**config.mk**
```make
export PLATFORM = sky130hd
export DESIGN_NAME = bg_layer_mixer_flat
export DESIGN_NICKNAME = d
export VERILOG_FILES = /design/src/rtl/bg_layer_mixer_if.sv /design/src/rtl/bg_layer_mixer.sv /design/src/flat_wrapper.sv
export SDC_FILE = /design/constraint.sdc
export NUM_CORES = 1
export LEC_CHECK = 0
export BUFFER_PORTS_ARGS = -buffer_cell sky130_fd_sc_hd__buf_2
export CAP_MARGIN = 15
export CORE_MARGIN = 2
export CORE_UTILIZATION = 45
export CTS_BUF_LIST = sky130_fd_sc_hd__clkbuf_4
export DETAILED_ROUTE_END_ITERATION = 7
export PLACE_DENSITY_LB_ADDON = 0.1
export SLEW_MARGIN = 20
export SYNTH_ARGS = -nofsm -noshare
export SYNTH_HDL_FRONTEND = slang
export SYNTH_SLANG_ARGS = --single-unit
export TNS_END_PERCENT = 5
```
**constraint.sdc**
```tcl
create_clock -name clk -period 8 [get_ports clk]
set_input_delay 0 -clock clk [delete_from_list [all_inputs] [get_ports clk]]
set_output_delay 0 -clock clk [all_outputs]
set_load 0.01 [all_outputs]
```
**src/rtl/bg_layer_mixer_if.sv**
```systemverilog
// Register bus between the TinyQV peripheral fabric and bg_layer_mixer.
//   address      : register byte address
//   data_in      : write data
//   data_write_n : 11 none, 00 8-bit, 01 16-bit, 10 32-bit
//   data_read_n  : read strobe (reads have no side effects)
//   data_out     : read data, combinational from address
//   data_ready   : always 1
interface bg_layer_mixer_if;
    logic [5:0]  address;
    logic [31:0] data_in;
    logic [1:0]  data_write_n;
    logic [1:0]  data_read_n;
    logic [31:0] data_out;
    logic        data_ready;

    modport master (
        output address, data_in, data_write_n, data_read_n,
        input  data_out, data_ready
    );

    modport slave (
        input  address, data_in, data_write_n, data_read_n,
        output data_out, data_ready
    );
endinterface

```
**src/rtl/bg_layer_mixer.sv**
```systemverilog
// Multi-layer background compositor with register bank, double-buffered
// scroll registers, frame counter, vblank interrupt and priority mixer.
//   clk, reset        : clock, asynchronous active-high reset
//   bus               : register bus (slave modport)
//   hsync/vsync/visible : timing from video_controller
//   layer_rgb/opaque  : per-layer pixels {B,G,R} and opacity
//   layer_en          : enables for the layer generators
//   scroll_x/scroll_y : frame-latched scroll offsets per layer
//   frame_count       : frames since enable
//   user_interrupt    : pending vblank interrupt gated by irq_en
//   uo_out            : registered {vsync, hsync, B, G, R}
module bg_layer_mixer #(
    parameter int NUM_LAYERS = 4,
    parameter int SCROLL_W   = 10
) (
    input  logic                           clk,
    input  logic                           reset,
    bg_layer_mixer_if.slave                bus,
    input  logic                           hsync,
    input  logic                           vsync,
    input  logic                           visible,
    input  logic [6*NUM_LAYERS-1:0]        layer_rgb,
    input  logic [NUM_LAYERS-1:0]          layer_opaque,
    output logic [NUM_LAYERS-1:0]          layer_en,
    output logic [SCROLL_W*NUM_LAYERS-1:0] scroll_x,
    output logic [SCROLL_W*NUM_LAYERS-1:0] scroll_y,
    output logic [7:0]                     frame_count,
    output logic                           user_interrupt,
    output logic [7:0]                     uo_out
);
    localparam logic [3:0] LAYER_MASK = 4'((1 << NUM_LAYERS) - 1);

    logic [7:0]          ctrl_q;
    logic                irq_q,       irq_d;
    logic [7:0]          frame_cnt_q, frame_cnt_d;
    logic [5:0]          backdrop_q;
    logic                vs_prev_q;
    logic [7:0]          uo_q,        uo_d;
    logic [SCROLL_W-1:0] sh_x_q  [NUM_LAYERS];
    logic [SCROLL_W-1:0] sh_y_q  [NUM_LAYERS];
    logic [SCROLL_W-1:0] act_x_q [NUM_LAYERS];
    logic [SCROLL_W-1:0] act_y_q [NUM_LAYERS];

    logic        wr;
    logic [31:0] wmask;
    logic [31:0] rdata;
    logic [31:0] wdata;
    logic        frame_start;
    logic [5:0]  colour;
    logic        unused_bits;

    // Read mux; also serves as the old value for partial-width writes.
    always_comb begin
        rdata = '0;
        case (bus.address)
            6'h00:   rdata = {24'b0, ctrl_q};
            6'h04:   rdata = {16'b0, frame_cnt_q, 7'b0, irq_q};
            6'h08:   rdata = {26'b0, backdrop_q};
            default: begin
                for (int i = 0; i < NUM_LAYERS; i++) begin
                    if (bus.address == 6'(16 + 4 * i))
                        rdata = {16'(sh_y_q[i]), 16'(sh_x_q[i])};
                end
            end
        endcase
    end

    // Merge written byte lanes over the current register image.
    always_comb begin
        case (bus.data_write_n)
            2'b00:   wmask = 32'h0000_00FF;
            2'b01:   wmask = 32'h0000_FFFF;
            2'b10:   wmask = 32'hFFFF_FFFF;
            default: wmask = 32'h0000_0000;
        endcase
        wr    = (bus.data_write_n != 2'b11);
        wdata = (rdata & ~wmask) | (bus.data_in & wmask);
    end

    assign frame_start = vsync & ~vs_prev_q & ctrl_q[0];

    // Frame start sets the interrupt after any W1C so that set wins;
    // disabling clears the count after any increment on the same edge.
    always_comb begin
        irq_d       = irq_q;
        frame_cnt_d = frame_cnt_q;
        if (wr && bus.address == 6'h04 && wdata[0])
            irq_d = 1'b0;
        if (frame_start) begin
            irq_d       = 1'b1;
            frame_cnt_d = frame_cnt_q + 8'd1;
        end
        if (wr && bus.address == 6'h00 && !wdata[0])
            frame_cnt_d = 8'd0;
    end

    // Priority mix: scan from the highest index so the lowest opaque wins.
    always_comb begin
        colour = backdrop_q;
        for (int i = NUM_LAYERS - 1; i >= 0; i--) begin
            if (layer_en[i] && layer_opaque[i])
                colour = layer_rgb[6*i +: 6];
        end
        if (!ctrl_q[0] || !visible)
            colour = 6'd0;
        uo_d = ctrl_q[0] ? {vsync, hsync, colour} : 8'd0;
    end

    always_ff @(posedge clk or posedge reset) begin
        if (reset) begin
            ctrl_q      <= '0;
            irq_q       <= 1'b0;
            frame_cnt_q <= '0;
            backdrop_q  <= '0;
            vs_prev_q   <= 1'b0;
            uo_q        <= '0;
            for (int i = 0; i < NUM_LAYERS; i++) begin
                sh_x_q[i]  <= '0;
                sh_y_q[i]  <= '0;
                act_x_q[i] <= '0;
                act_y_q[i] <= '0;
            end
        end else begin
            vs_prev_q   <= vsync;
            uo_q        <= uo_d;
            irq_q       <= irq_d;
            frame_cnt_q <= frame_cnt_d;
            if (wr && bus.address == 6'h00)
                ctrl_q <= {wdata[7:4] & LAYER_MASK, 2'b00, wdata[1:0]};
            if (wr && bus.address == 6'h08)
                backdrop_q <= wdata[5:0];
            for (int i = 0; i < NUM_LAYERS; i++) begin
                // Active copies take the pre-write shadow on a coincident write.
                if (frame_start) begin
                    act_x_q[i] <= sh_x_q[i];
                    act_y_q[i] <= sh_y_q[i];
                end
                if (wr && bus.address == 6'(16 + 4 * i)) begin
                    sh_x_q[i] <= wdata[SCROLL_W-1:0];
                    sh_y_q[i] <= wdata[16 +: SCROLL_W];
                end
            end
        end
    end

    for (genvar gi = 0; gi < NUM_LAYERS; gi++) begin : g_layer
        assign layer_en[gi]                      = ctrl_q[4+gi] & ctrl_q[0];
        assign scroll_x[SCROLL_W*gi +: SCROLL_W] = act_x_q[gi];
        assign scroll_y[SCROLL_W*gi +: SCROLL_W] = act_y_q[gi];
    end

    assign bus.data_out   = rdata;
    assign bus.data_ready = 1'b1;
    assign frame_count    = frame_cnt_q;
    assign user_interrupt = irq_q & ctrl_q[1];
    assign uo_out         = uo_q;

    // Read strobe and dropped high write bits are intentionally not consumed.
    assign unused_bits = ^{bus.data_read_n, wdata};
endmodule

```
**src/flat_wrapper.sv**
```systemverilog
// flat-port wrapper written by rule: the top's interface ports become plain ports
module bg_layer_mixer_flat 
#(
    parameter int NUM_LAYERS = 4,
    parameter int SCROLL_W   = 10
)
  (clk, reset, hsync, vsync, visible, layer_rgb, layer_opaque, layer_en, scroll_x, scroll_y, frame_count, user_interrupt, uo_out, bus_address, bus_data_in, bus_data_write_n, bus_data_read_n, bus_data_out, bus_data_ready);
  bg_layer_mixer_if bus_i ();
  input  logic clk;
  input  logic reset;
  input  logic hsync;
  input  logic vsync;
  input  logic visible;
  input  logic [6*NUM_LAYERS-1:0] layer_rgb;
  input  logic [NUM_LAYERS-1:0] layer_opaque;
  output logic [NUM_LAYERS-1:0] layer_en;
  output logic [SCROLL_W*NUM_LAYERS-1:0] scroll_x;
  output logic [SCROLL_W*NUM_LAYERS-1:0] scroll_y;
  output logic [7:0] frame_count;
  output logic user_interrupt;
  output logic [7:0] uo_out;
  input wire logic [$bits(bus_i.address)-1:0] bus_address;
  input wire logic [$bits(bus_i.data_in)-1:0] bus_data_in;
  input wire logic [$bits(bus_i.data_write_n)-1:0] bus_data_write_n;
  input wire logic [$bits(bus_i.data_read_n)-1:0] bus_data_read_n;
  output wire logic [$bits(bus_i.data_out)-1:0] bus_data_out;
  output wire logic [$bits(bus_i.data_ready)-1:0] bus_data_ready;
  assign bus_i.address = bus_address;
  assign bus_i.data_in = bus_data_in;
  assign bus_i.data_write_n = bus_data_write_n;
  assign bus_i.data_read_n = bus_data_read_n;
  assign bus_data_out = bus_i.data_out;
  assign bus_data_ready = bus_i.data_ready;
  bg_layer_mixer #(.NUM_LAYERS(NUM_LAYERS), .SCROLL_W(SCROLL_W)) u_core (.clk(clk), .reset(reset), .bus(bus_i), .hsync(hsync), .vsync(vsync), .visible(visible), .layer_rgb(layer_rgb), .layer_opaque(layer_opaque), .layer_en(layer_en), .scroll_x(scroll_x), .scroll_y(scroll_y), .frame_count(frame_count), .user_interrupt(user_interrupt), .uo_out(uo_out));
endmodule
```
==> flow_metrics.env <==
export IMPL_run_status="finished, final reports clean"
export IMPL_setup_viol=0
export IMPL_stdcell_count=1320
export IMPL_leakage_nw=5.53
export IMPL_clock_path_buffers=2
export IMPL_cts_resized=0
export IMPL_syn_area_mm2=0.00841
export IMPL_cts_tree="done"
export IMPL_fin_skew_ns=0.0208
export IMPL_grt_usage_pct=24.1
export IMPL_worstSetupStartpointType="flip-flop"
export IMPL_fin_crit_ns=2.75
export IMPL_synth_mux_area_share_pct=10.3
export IMPL_critical_path_class="flip-flop to flip-flop"
export IMPL_yosys_area_share_simple_pct=20.9
export IMPL_rsz0062_at_grt="no"
export IMPL_cts_max_level=4
export IMPL_rows=50
export IMPL_endpoint_kind="flip-flop"
export IMPL_first_global_vias=6676
export IMPL_finalSetupTns_ns=0
export IMPL_yosysSeqAreaShare_pct=56.5
export IMPL_hold_path_class="primary input to flip-flop"
export IMPL_area_delta_synth_final_pct=22.4
export IMPL_die_area_mm2=0.0198
export IMPL_dp_cells=1237
export IMPL_p_per_area_mw_per_mm2=224
export IMPL_synth_edff_count=0
export IMPL_drive_gt1_share_pct=25.7
export IMPL_num_io_pins=209
export IMPL_required_ns=8.54
export IMPL_dp_hpwl_um=15600
export IMPL_yosys_register_bits=190
export IMPL_insertion_delay_ns=0.59
export IMPL_postSynthCellCount=857
export IMPL_wirelength_um=23200
export IMPL_synth_cell_types=44
export IMPL_maxCapViolCount=0
export IMPL_ys_async_sr_fraction_pct=100
export IMPL_fin_crit_sh_pct=34.4
export IMPL_synth_top_family_by_area="simple AND/OR/NAND/NOR gates"
export IMPL_layout_nets=1151
export IMPL_syn_area_per_cell_um2=9.82
export IMPL_yosysWarnings=0
export IMPL_die_w_um=141
export IMPL_cts_buffers=17
export IMPL_cp_max_fo=14
export IMPL_drt_iter0_markers=397
export IMPL_arrival_ns=3.29
export IMPL_dp_worst_setup_slack_ns=5.30
export IMPL_ir_drop_mv=0.118
export IMPL_vias=6853
export IMPL_drc=0
export IMPL_coreArea_mm2=0.0185
export IMPL_portBuffers=187
export IMPL_synth_compound_area_share_pct=7.88
export IMPL_yosys_most_used_dff="dfrtp_1"
export IMPL_root_buffer="clkbuf_4"
export IMPL_nFillCells=1712
export IMPL_worst_pin_slew_ns=0.975
export IMPL_fmax_ghz=0.364
export IMPL_globalplace_congestion=0.868
export IMPL_grt_pass1_wl_um=37000
export IMPL_timing_final_max_slew_violations=0
export IMPL_fin_util_pct=55.6
export IMPL_synth_fa_ha_area_share_pct=0.595
export IMPL_grt_start_max_net_pins=131
export IMPL_synth_xor_area_share_pct=0.729
export IMPL_ant_nets=0
export IMPL_fin_ws_ns=5.25
export IMPL_clkTransAtPathRegs_ns=0.16
export IMPL_post_drt_wl_per_cell_um=17.6
export IMPL_die_y_um=141
export IMPL_slew_headroom_pct=35.0
export IMPL_via_per_inst=5.19
export IMPL_firstDrtPassIters=4
export IMPL_gr_total_overflow=0
export IMPL_start_util_pct=45.4
export IMPL_antenna_found_initial=1
export IMPL_clock_sinks=190
export IMPL_hold_violations=0
-- flip-flops by register name, indices dropped and copies added (netlist names) --
register,cells
u_core.backdrop_q,6
u_core.ctrl_q,6
u_core.frame_count,8
u_core.irq_q,1
u_core.scroll_x,40
u_core.scroll_y,40
u_core.sh_x_q,40
u_core.sh_y_q,40
u_core.uo_out,8
u_core.vs_prev_q,1
-- per-stage QoR --
| step | hold slack (ns) | total power [W] | instance area (um2) |
|---|---|---|---|
| 2_1_floorplan | 0.0314 | 0.00154 | 8430 |
| 3_3_place_gp | 0.147 | 0.00175 | 9500 |
| 3_5_place_dp | 0.150 | 0.00176 | 9500 |
| 4_1_cts | 0.0354 | 0.00233 | 10300 |
| 5_1_grt | 0.0525 | 0.00245 | 10300 |
| 6_report | 0.0787 | 0.00230 | 10300 |
-- final timing paths --
path | cells after the start | slack (ns) | end | start
setup / recovery | 6 | 5.25 | u_core.uo_out[3] | u_core.ctrl_q[0]
setup reg to reg | 6 | 5.25 | u_core.uo_out[3] | u_core.ctrl_q[0]
hold reg to reg | 2 | 0.49 | u_core.scroll_x[15] | u_core.scroll_x[15]
max in group asynchronous | 4 | 6.49 | u_core.scroll_y[28] | reset
hold / removal | 4 | 0.08 | u_core.sh_x_q[9] | bus_data_write_n[1]
min in group asynchronous | 3 | 0.13 | u_core.scroll_x[13] | reset
-- Yosys cell counts (3+ instances only) --
master / instances / area (um2)
nand2_1: 320 / 1200
dfrtp_1: 190 / 4750
o21ai_0: 47 / 235
nor2_1: 40 / 150
clkbuf_1: 36 / 135
a21oi_1: 24 / 120
and2_1: 24 / 150
mux2_2: 24 / 270
mux2i_1: 21 / 210
o21ai_1: 17 / 85.1
mux4_2: 15 / 338
buf_4: 9 / 67.6
buf_2: 8 / 40.0
a211oi_1: 6 / 45.0
a22oi_1: 6 / 45.0
nand2b_1: 6 / 37.5
nand3_1: 6 / 30.0
xor2_1: 5 / 43.8
a31oi_1: 4 / 25.0
ha_1: 4 / 50.1
nand4_1: 4 / 25.0
o2bb2ai_1: 4 / 35.0
and3_1: 3 / 18.8
inv_1: 3 / 11.3
nor2b_1: 3 / 18.8
nor3_4: 3 / 48.8
-- cell usage in the layout (no fill, tap or decap), types with 5 or more instances in the layout --
| cell type | instances |
|---|---|
| a21oi_1 | 24 |
| nand2_1 | 320 |
| dfrtp_1 | 190 |
| o21ai_0 | 47 |
| buf_2 | 187 |
| buf_4 | 8 |
| o21ai_1 | 17 |
| clkbuf_4 | 17 |
| and2_1 | 24 |
| nor2_1 | 40 |
| mux4_2 | 15 |
| nand2b_1 | 5 |
| xor2_1 | 5 |
| mux2i_1 | 21 |
| a211oi_1 | 6 |
| dlygate4sd3_1 | 50 |
| nand3_1 | 6 |
| a22oi_1 | 6 |
| mux2_2 | 24 |
| conb_1 | 7 |
-- power breakdown --
part / total (W) / internal [W] / switching [W]
logic: 0.000503 / 0.000222 / 0.000281
registers: 0.00126 / 0.00113 / 0.000134
clock network: 0.000539 / 0.000191 / 0.000348
-- routing by layer --
layer	up-vias	global-route usage [%]	share of wire (%)
li1	3266	-	-
met1	3334	35.4	47
met2	228	36.8	45
met3	25	4.89	6.1
met4	0	6.53	1.3
met5	-	0	0
-- worst max-delay path, cell delays in order (launching register included) --
cell and delay, ns:
dfrtp_1 0.61, and2_1 0.30, nand2_1 0.30, nor2_1 0.07
dlygate4sd3_1 0.57, a211oi_1 0.25, dlygate4sd3_1 0.59
-- repair_timing --
item                                   4_1_cts  5_1_grt
setup buffers                                0        0
endpoints found under the hold margin      231        0
hold buffers                                50        0
-- kinds of logic (layout without fill, tap and decap cells) --
group	after synthesis	count (layout)
buffers and inverters	57	280
muxes	63	63
xor gates and xnor gates	7	7
adders and majority gates	4	4
DFF	190	190
other	2	8
AOI/OAI and AO/OA	115	115
and+or+nand+nor	419	419
-- cell type report --
type | instances | area (um2) | share of cell area, %
Inverter | 3 | 18.8 | 0.182
Clock inverter | 15 | 161 | 1.57
Clock buffer | 17 | 128 | 1.24
Antenna cell | 1 | 2.50 | 0.0243
Timing Repair Buffer | 245 | 1500 | 14.5
Multi-Input combinational cell | 615 | 3440 | 33.4
Sequential cell | 190 | 4750 | 46.2
Tap cell | 234 | 293 | 2.84
Note: power is estimated with default switching activity, not from simulation.
